## src/rtl/instr_fetch_unit.sv

```systemverilog
// rtl/instr_fetch_unit.sv - PC/IR owner with ready-based IMEM fetch, next-PC selection and fetch timeout
`timescale 1ns/1ps

module instr_fetch_unit #(
   parameter logic [31:0] RESET_PC = 32'h0000_3000,
   parameter int          TIMEOUT  = 16
) (
   input  logic        clk,
   input  logic        reset,
   output logic        imem_req,
   output logic [31:0] imem_addr,
   input  logic        imem_ready,
   input  logic [31:0] imem_rdata,
   input  logic        Branch,
   input  logic        Zero,
   input  logic        Jump,
   input  logic        stall,
   output logic [31:0] instr,
   output logic [5:0]  OP,
   output logic [5:0]  funct,
   output logic [31:0] pc,
   output logic [31:0] pc_plus4,
   output logic        instr_valid,
   output logic        fetch_err
);

   localparam int            CW        = $clog2(TIMEOUT + 1);
   localparam logic [CW-1:0] WAIT_LAST = CW'(TIMEOUT - 1);

   typedef enum logic [1:0] {
      IDLE  = 2'd0,
      FETCH = 2'd1,
      EXEC  = 2'd2,
      HALT  = 2'd3
   } state_t;

   state_t        state, state_n;
   logic [CW-1:0] wait_cnt;
   logic [31:0]   ir_q;
   logic [31:0]   pc_q;
   logic          err_q;

   logic          ir_load;
   logic          pc_load;
   logic          cnt_inc;
   logic          cnt_clr;
   logic          err_set;

   logic [31:0]   branch_off;
   logic [31:0]   jump_tgt;
   logic [31:0]   next_pc;

   always_ff @(posedge clk or negedge reset) begin
      if (!reset) begin
         state <= IDLE;
      end else begin
         state <= state_n;
      end
   end

   always_comb begin
      state_n     = state;
      imem_req    = 1'b0;
      instr_valid = 1'b0;
      ir_load     = 1'b0;
      pc_load     = 1'b0;
      cnt_inc     = 1'b0;
      cnt_clr     = 1'b0;
      err_set     = 1'b0;
      case (state)
         IDLE: begin
            state_n = FETCH;
         end
         FETCH: begin
            imem_req = 1'b1;
            if (imem_ready) begin
               ir_load = 1'b1;
               cnt_clr = 1'b1;
               state_n = EXEC;
            end else if (wait_cnt == WAIT_LAST) begin
               // this is the TIMEOUT-th cycle with no response
               err_set = 1'b1;
               cnt_clr = 1'b1;
               state_n = HALT;
            end else begin
               cnt_inc = 1'b1;
            end
         end
         EXEC: begin
            instr_valid = 1'b1;
            if (!stall) begin
               pc_load = 1'b1;
               state_n = FETCH;
            end
         end
         HALT: begin
            state_n = HALT;
         end
         default: begin
            state_n = IDLE;
         end
      endcase
   end

   assign pc_plus4   = pc_q + 32'd4;
   assign branch_off = {{14{ir_q[15]}}, ir_q[15:0], 2'b00};
   assign jump_tgt   = {pc_plus4[31:28], ir_q[25:0], 2'b00};

   // Jump is active-low and outranks a taken branch
   always_comb begin
      next_pc = pc_plus4;
      if (!Jump) begin
         next_pc = jump_tgt;
      end else if (Branch && Zero) begin
         next_pc = pc_plus4 + branch_off;
      end
   end

   always_ff @(posedge clk or negedge reset) begin
      if (!reset) begin
         pc_q <= RESET_PC;
      end else if (pc_load) begin
         pc_q <= next_pc;
      end
   end

   always_ff @(posedge clk or negedge reset) begin
      if (!reset) begin
         ir_q <= 32'd0;
      end else if (ir_load) begin
         ir_q <= imem_rdata;
      end
   end

   always_ff @(posedge clk or negedge reset) begin
      if (!reset) begin
         wait_cnt <= '0;
      end else if (cnt_clr) begin
         wait_cnt <= '0;
      end else if (cnt_inc) begin
         wait_cnt <= wait_cnt + CW'(1);
      end
   end

   always_ff @(posedge clk or negedge reset) begin
      if (!reset) begin
         err_q <= 1'b0;
      end else if (err_set) begin
         err_q <= 1'b1;
      end
   end

   assign imem_addr = pc_q;
   assign pc        = pc_q;
   assign instr     = ir_q;
   assign OP        = ir_q[31:26];
   assign funct     = ir_q[5:0];
   assign fetch_err = err_q;

endmodule

```

## config.mk

```make
export PLATFORM = sky130hd
export DESIGN_NAME = instr_fetch_unit
export DESIGN_NICKNAME = d
export VERILOG_FILES = /design/src/rtl/instr_fetch_unit.sv
export SDC_FILE = /design/constraint.sdc
export NUM_CORES = 1
export LEC_CHECK = 0
export CORE_UTILIZATION = 43
export DETAILED_ROUTE_END_ITERATION = 6
export PLACE_DENSITY = 0.89
export SLEW_MARGIN = 25
export SYNTH_ARGS = -nofsm -noshare
export SYNTH_HDL_FRONTEND = slang
export SYNTH_SLANG_ARGS = --single-unit
```

## constraint.sdc

```tcl
create_clock -name clk -period 3.9 [get_ports clk]
set_clock_uncertainty 0.1 [all_clocks]
set_input_delay 0.78 -clock clk [delete_from_list [all_inputs] [get_ports clk]]
set_output_delay 0.78 -clock clk [all_outputs]
set_load 0.1 [all_outputs]
```

==> impl_metrics.csv <==
group,metric,value,unit
drt,ant_nets,0,
logic_synthesis,synth.most_common_cell,"nand2_1",
floorplanning,core-area,12700,sq um
sta,tightest_slew,1.03,ns
placement,gp_congestion,0.943,
sta,hold_viol,0,
placement,pre_cts_slack,0.0734,ns
logic_synthesis,synth_area,5660,sq um
run_status,status,"finished with violations",
logic_synthesis,synth_cell_type_count,62,
clock_network,numCtsBuffers,9,
worst_setup_path,worstPathMaxFanout,7,
logic_synthesis,async_flop_share,1.00,
sta,max_slew_margin,0.316,
global_route,grt_pass1_vias,5509,
logic_synthesis,synth_top_area_frac,0.301,
drt,viasPerCell,5.85,
worst_setup_path,cp-start-kind,"flop",
floorplanning,io_pins,182,
drt,wl_met1,7640,microns
clock_network,ctsHoldBuffers,0,
logic_synthesis,synth.area.top_cells,"dfrtp_1 30%, ha_1 8.4%, mux2_2 6.8%",
global_route,grt_util_all_layers,0.278,
drt,wl_per_cell,18.9,microns
drt,met3_length,1580,microns
clock_network,cts.path.max_buffers,2,
worst_setup_path,critPathRequiredTime,3.99,ns
clock_network,clkTransAtPathRegs,0.06,ns
clock_network,htree_levels,3,
sta,fmax,0.255,GHz
drt,top_layer,"met4",
clock_network,tritoncts,"built",
drt,route.met2.wl,9110,microns
clock_network,clk_latency,0.35,ns
worst_setup_path,r2r_setup_slack,-0.02,ns
global_route,grt_antenna_before_repair,0,
drt,drtIter0Drc,422,
global_route,overflow,0,
drt,wl,18900,microns
worst_setup_path,arrival,4.01,ns
worst_setup_path,reg2reg_to,"imem_addr[31]",
sta,setup_viol,1,
layout,drive_gt1_frac,0.283,
drt,num_vias,5822,
logic_synthesis,syn_avg_cell_area,8.64,sq um
drt,first_pass_iters,5,
sta,rsz0062_at_grt,"yes",
min_path,hold_path_class,"input pin to async pin",
run_status,violations,"setup timing",
logic_synthesis,syn_inst,655,
placement,place_hpwl,13500,microns
placement,port_buffers,175,
worst_setup_path,worst-setup-path-type,"flop to flop",
logic_synthesis,synth_seq_area_share,0.310,
floorplanning,chipWidth,117,microns
sta,setup_ws,-0.0198,ns
drt,route.detailed.drc,0,
global_route,grt_max_degree,52,
floorplanning,initial_core_util,0.445,
global_route,grt_pass1_wl,28900,microns
floorplanning,die_area,13600,sq um
logic_synthesis,ys_top_cells_by_count,"73 x nand2_1, 68 x dfrtp_1, 62 x o21ai_0",
layout,fin_nets,897,
logic_synthesis,ys_ff_latch,70,
layout,area_growth,53.6,%
clock_network,clock-sinks,70,
layout,antenna_cells,0,
logic_synthesis,ys.flop_type,"dfrtp_1",
sta,finalMaxSlewViolations,0,
worst_setup_path,r2r-start,"imem_addr[12]",
logic_synthesis,yosysWarnings,0,
worst_setup_path,ff2ff_path_depth,17,
sta,fin_setup_tns,-0.0198,ns
sta,timing.final.crit_share,1.01,
logic_synthesis,yosysTopAreaCell,"dfrtp_1",
worst_setup_path,end_kind,"flop",
clock_network,cts_root_buf,"clkbuf_16",
floorplanning,rows,41,
sta,period_needed,3.92,ns
logic_synthesis,synth_edf_count,0,
floorplanning,die_y,117,microns
flow_run,timing.max_cap.violations,0,
## area by class of cell
type | count | area, sq um
clock buffer | 10 | 239
clock inverter | 6 | 61.3
fill | 958 | 4020
inverter | 12 | 45.0
multi-input combinational | 503 | 4170
sequential | 70 | 1800
tap | 172 | 215
timing repair buffer | 223 | 2170
## how the worst max path moves through the flow
stage	startpoint	end	slack (ns)	cells past startpoint
after floorplan	imem_addr[13]	imem_addr[31]	-0.60	16
after global placement	imem_addr[12]	imem_addr[31]	0.13	15
after detailed placement	imem_addr[8]	imem_addr[31]	0.07	15
after CTS	imem_addr[12]	imem_addr[31]	0.03	16
after global routing	imem_addr[13]	imem_addr[31]	-0.15	17
final	imem_addr[12]	imem_addr[31]	-0.02	17
## layer usage
layer,up-vias,global-route usage
met3,46,0.0649
li1,2634,-
met2,318,0.456
met5,-,0
met1,2824,0.359
met4,0,0.0996
## through the flow
step                      area (sq um)  hold WS (ns)  instances   util
after global routing              8700         0.390        996  0.684
after CTS                         8470         0.380        981  0.666
final                             8700         0.349        996  0.684
after global placement            8160         0.350        963  0.641
after detailed placement          8160         0.362        963  0.641
after floorplan                   6390         0.365        660      -
## timing repair
item / in CTS / in global routing
setup endpoints to repair: 1 / 10
gates resized for setup: 0 / 24
setup buffers: 2 / 15
pin swaps: 1 / 20
## flip-flops by register name, indices dropped and copies added (netlist names)
| name | flops |
|---|---|
| fetch_err | 1 |
| instr | 32 |
| imem_addr | 30 |
| state | 2 |
| wait_cnt | 5 |
## kinds of logic (layout without fill, tap and decap cells)
family,after synthesis,count (layout),share of synthesized area
buffers and inverters,87,251,0.0910
DFF,70,70,0.310
AOI/OAI and AO/OA,187,187,0.200
and+or+nand+nor,181,181,0.155
adders and majority gates,39,39,0.0875
xor gates and xnor gates,54,54,0.0849
muxes,36,36,0.0712
other,1,6,0.000662
## critical path, stage by stage (launching register included)
cell      delay (ns)
dfstp_4         0.61
and3_4          0.18
and2_4          0.17
nand3_4         0.09
or4_4           0.61
buf_6           0.17
nor2_4          0.14
xor2_4          0.19
ha_4            0.24
a21o_1          0.18
a21o_1          0.18
a21oi_2         0.17
inv_1           0.07
a21oi_2         0.12
o211ai_1        0.11
o211ai_1        0.20
mux2_4          0.18
o21ai_1         0.05
## cell usage in the layout, fill, tap and decap left out, drive strengths merged, types with 3 or more instances in the layout
cell	instances
clkdlybuf4s50	135
and3	8
nand4	9
a211oi	7
a31oi	3
o22ai	5
nor2	39
buf	88
xnor2	38
nor3	8
xor2	16
mux2	34
and2	5
dfrtp	68
o21ai	63
conb	6
o211ai	17
nor2b	7
clkbuf	10
a21o	18
nand2	73
inv	11
nand3	20
nor4	3
a21oi	52
ha	38
clkinv	5
nand2b	3
Power is not shown: default switching activity piles up to over one toggle a cycle in this logic, so the estimate is an artifact.
==> variant 1 (same flow settings) <==
Set the parameter `TIMEOUT` to 32 (it was 16).
--- a/src/rtl/instr_fetch_unit.sv
+++ b/src/rtl/instr_fetch_unit.sv
@@ -4,5 +4,5 @@
 module instr_fetch_unit #(
    parameter logic [31:0] RESET_PC = 32'h0000_3000,
-   parameter int          TIMEOUT  = 16
+   parameter int          TIMEOUT  = 32
 ) (
    input  logic        clk,
Behaviour: no difference found for any inputs over 4 cycles, from zero or initial values and one cycle with reset low; that may be too few to reach the edited logic, so the function may still have changed.
==> variant 1 against the unedited design <==
- wire length fell by 4.7%
- worst setup slack improved by 180 ps
- maximum frequency rose by 4.9%
- final cell count fell by 0.90%
- sequential share of layout area rose by 0.80 points
- synthesized cell count fell by 0.15%
- cell area fell by 2.3%
- sequential cell count rose by 1
- global-route usage fell by 1.6 points
- synthesized area rose by 1.2%
- count of clock-buffer cells in the layout did not move
- critical endpoint is now imem_addr[28]
- largest cell class unchanged
Power is not shown: default switching activity piles up to over one toggle a cycle in this logic, so the estimate is an artifact.
==> variant 1: results (changes against the unedited design) <==
Part of the Yosys area used for sequential elements: 31.05% (+0.071 points)
Worst min-delay path category: flip-flop to flip-flop
Max Buffers Root-to-Sink: 2 (unchanged)
Dpl cell area: 0.008122 mm^2 (-0.41%)
Worst Path Max Fanout: 8 (+1)
Final nets: 887 (-1.1%)
TritonCTS Buffers: 9 (unchanged)
Vias in the first global route: 5458 (-0.93%)
Hold path depth: 1
GR Layer Usage met1: 33.63% (-2.3 points)
Post-Route Utilization: 66.29% (-2.1 points)
Cells on worst reg2reg path: 13 (-4)
Hold path startpoint: fetch_err
Most common library cells after synthesis: nand2_1, dfrtp_1, o21ai_0, buf_4, a21oi_1
Largest net degree at the start of global routing: 72 (+38%)
Final slew viol count: 0 (unchanged)
Run status: finished clean
Cell variety after synth: 62 (unchanged)
Worst-Margin Slew: 1011 ps (-15.40 ps)
Final Wtd Congestion: 0.9509 (+0.79%)
Worst hold endpoint: fetch_err
Drt initial violations: 315 (-25%)
Antenna cells: 0 (unchanged)
Filler Cells Inserted: 983 (+2.6%)
Post-DR vias/cell: 5.678 (-2.9%)
DRT Pass-1 Iters: 5 (unchanged)
Reg2Reg Setup Slack: 170 ps (+180 ps)
Final WL: 17.98 mm (-4.7%)
Clock latency on the worst-skew pair: 340 ps
Crit-path max cell delay: 470 ps (-140 ps)
Share of layout cells above drive strength 1: 26.63% (-1.7 points)
Met3 Resource Use GR: 5.302% (-1.2 points)
Dpl hpwl: 13.38 mm (-0.64%)
First-pass GRT wire length: 28.75 mm (-0.38%)
YS warnings: 0 (unchanged)
Root Buffer Master: clkbuf_16
Max reg flops: 32 (unchanged)
Gr usage total: 26.20% (-1.6 points)
Initial antenna violation count: 0 (unchanged)
R2R Path End: imem_addr[28]
Synth area leaders: dfrtp_1, ha_1, mux2_2, buf_4, xnor2_1
Clock transition at the registers of the reported paths: 60 ps (about the same)
Slowest CP cell: dfrtp_4
WP data arrival: 3830 ps (-180 ps)
Met2 usage in global routing: 43.34% (-2.3 points)
Synth async-reset ratio: 100.0% (unchanged)
Port bufs: 175 (unchanged)
H-tree levels: 3 (unchanged)
R2r startpoint: imem_addr[4]
[variant 1: cell count changes after synthesis, sizes merged, moves of 4 or more]
| cell | change |
|---|---|
| nor2 | -4 |
| xnor2 | -6 |
| or3 | +4 |
| o211ai | -8 |
| o31ai | +6 |
| o21a | +4 |
| o21ai | -7 |
| xor2 | +6 |
| o311ai | +4 |
| a21oi | -10 |
[variant 1: per-layer routing]
layer / share of wire [%] / vias to the layer above
li1: - / 2616
met1: 43 / 2681
met2: 47 / 261
met3: 6.9 / 46
met4: 3.0 / 0
met5: 0 / -
[variant 1: how the worst max path moves through the flow]
stage / from / end / slack (ps)
after floorplan: imem_addr[13] / imem_addr[31] / -580
after global placement: imem_addr[2] / imem_addr[29] / 70
after detailed placement: imem_addr[2] / imem_addr[27] / -10
after CTS: imem_addr[13] / imem_addr[27] / 5
after global routing: imem_addr[4] / imem_addr[30] / 8
final: imem_addr[4] / imem_addr[28] / 170
[variant 1: repair_timing]
item                       CTS  global route
buffers inserted             0             2
pin swaps                    0             3
resized for setup            2            20
setup endpoints to repair    2             9
[variant 1: cell type report]
class	instances	share of cell area [%]
Multi-Input combinational cell	505	47.76
Timing Repair Buffer	213	24.34
Sequential cell	71	21.52
Clock buffer	10	2.693
Tap cell	172	2.531
Clock inverter	6	0.7211
Inverter	10	0.4415
[variant 1: cell families after synthesis]
logic type      count (synthesis)  share of synthesized area [%]
fa+ha+maj                      38                          8.430
simple gates                  186                          15.22
buf+inv                        83                          8.670
flops                          71                          31.05
xor+xnor                       54                          8.255
mux                            36                          7.010
other cells                     1                        0.06545
compound gates                185                          21.29
[variant 1: worst max-delay path: cells and delay by family (launching register included)]
family,cells,cell delay (ps)
compound gates,8,1770
simple gates,2,490
flops,1,470
xor+xnor,2,420
fa+ha+maj,1,350
[variant 1: through the flow]
stage	worst slack (ps)	hold WS, ps	cells
2_1_floorplan	-576.5	357.2	659
5_1_grt	8.201	381.4	987
3_5_place_dp	-11.43	346.9	969
6_report	165.0	359.9	987
4_1_cts	4.668	364.4	985
3_3_place_gp	74.24	344.2	969
==> variant 2 (same flow settings) <==
Made on the original files. Register the output `fetch_err` once more, without a reset; this adds one clock of latency there. The other outputs are not delayed to match.
--- a/src/rtl/instr_fetch_unit.sv
+++ b/src/rtl/instr_fetch_unit.sv
@@ -156,5 +156,7 @@
    assign OP        = ir_q[31:26];
    assign funct     = ir_q[5:0];
-   assign fetch_err = err_q;
+   always_ff @(posedge clk) begin
+      fetch_err <= err_q;
+   end
 
 endmodule
Behaviour: no difference found for any inputs over 4 cycles, from zero or initial values and one cycle with reset low; that may be too few to reach the edited logic, so the function may still have changed.
==> variant 2 against the unedited design <==
- the run still ends with negative setup slack left
- sequential cell count grew 1
- cell area decreased by 1.2%
- wire length shrank 8.3%
- via count shrank 4.4%
- worst setup slack worse by 11 ps
- first-iteration DRC count is 16% lower
- global-route usage fell by 2.1 points
- critical endpoint is now imem_addr[29]
- synthesized area grew 0.35%
Power is not shown: default switching activity piles up to over one toggle a cycle in this logic, so the estimate is an artifact.
==> variant 2: results (changes against the unedited design) <==
Synth Area in Compound Gates: 19.93% (-0.070 points)
Gr usage total: 25.76% (-2.1 points)
DR WL/cell: 17.59 um (-7.1%)
Failing checks: negative setup slack
Part of the Yosys area used for sequential elements: 31.23% (+0.24 points)
First-pass GRT wire length: 26.72 mm (-7.4%)
H-tree levels: 3 (unchanged)
R2R Path End: imem_addr[29]
Worst-Margin Slew: 1019 ps (-7.402 ps)
Vias: 5563 (-4.4%)
WP data arrival: 4110 ps (+100 ps)
R2r startpoint: imem_addr[13]
Final nets: 885 (-1.3%)
Synth async-reset ratio: 98.59% (-1.4 points)
Crit-path max cell delay: 650 ps (+40 ps)
XOR/XNOR Fraction of Synth Area: 8.456% (-0.030 points)
Vias in the first global route: 5198 (-5.6%)
Final Setup Violations: 1 (unchanged)
Worst Slack Setup Final: -30.83 ps (-11.00 ps)
Worst slack, placed: 46.09 ps (-27.35 ps)
Post-synthesis mux area share: 7.091% (-0.025 points)
Run status: finished with violations
Adder-Cell Fraction of Synth Area: 8.721% (-0.031 points)
Clock transition at the registers of the reported paths: 60 ps (about the same)
Synth area leaders: dfrtp_1, ha_1, mux2_2, buf_4, xnor2_1
Drt initial violations: 353 (-16%)
Hold path depth: 0
Final Wtd Congestion: 0.9122 (-3.3%)
Slowest CP cell: or4_4
Share of layout cells above drive strength 1: 26.48% (-1.8 points)
[variant 2: cell count changes after synthesis]
cell and change:
dfxtp_1 +1
[variant 2: worst max path at each step]
stage               cells after the start  slack (ps)     startpoint       endpoint
global route                           14        -200  imem_addr[12]  imem_addr[29]
floorplan                              16        -600  imem_addr[13]  imem_addr[31]
finish                                 17         -30  imem_addr[13]  imem_addr[29]
detailed placement                     17          50  imem_addr[12]  imem_addr[29]
CTS                                    17          40  imem_addr[12]  imem_addr[29]
global placement                       16         130  imem_addr[12]  imem_addr[31]
[variant 2: logic make-up (layout without fill, tap and decap cells)]
logic type / count (synthesis) / after routing
adders and majority gates: 39 / 39
and+or+nand+nor: 181 / 181
DFF: 71 / 71
buffers and inverters: 87 / 238
AOI/OAI and AO/OA: 187 / 187
xor gates and xnor gates: 54 / 54
muxes: 36 / 36
other: 1 / 6
[variant 2: critical path, delay by kind of cell (launching register included)]
family                   cells  cell delay, ps
AND/OR/NAND/NOR              6            1350
AO/OA/AOI/OAI                8            1250
XOR/XNOR                     2             320
adder cells (fa/ha/maj)      1             220
flip-flops                   1             610
[variant 2: cell type report]
class,count,area (um^2)
Clock buffer,10,239.0
Fill cell,934,4178
Sequential cell,71,1822
Multi-Input combinational cell,503,4133
Timing Repair Buffer,210,2074
Inverter,12,45.04
Tap cell,172,215.2
Clock inverter,6,67.56
[variant 2: metrics by stage]
stage                     instance area, um^2  util (%)  std cells  hold slack, ps  TNS (ps)
after floorplan                          6415         -        661           248.1     -3020
after global placement                   8138     63.71        959           257.5         0
after detailed placement                 8138     63.71        959           264.1         0
after CTS                                8444     66.11        975           278.1         0
after global routing                     8596     67.29        984           281.4    -678.6
final                                    8596     67.29        984           276.8    -30.83
[variant 2: what timing repair did]
| action | CTS | global route |
|---|---|---|
| resized for setup | 0 | 14 |
| setup buffers | 0 | 9 |
| hold buffers | 0 | 0 |
| setup endpoints to repair | 0 | 9 |
[variant 2: routing by layer]
metal | part of all wire (%) | up-vias | track usage (%)
met2 | 49 | 241 | 42.09
met5 | 0 | - | 0
met4 | 2.0 | 0 | 10.46
li1 | - | 2609 | -
met3 | 7.1 | 31 | 4.531
met1 | 42 | 2682 | 33.89
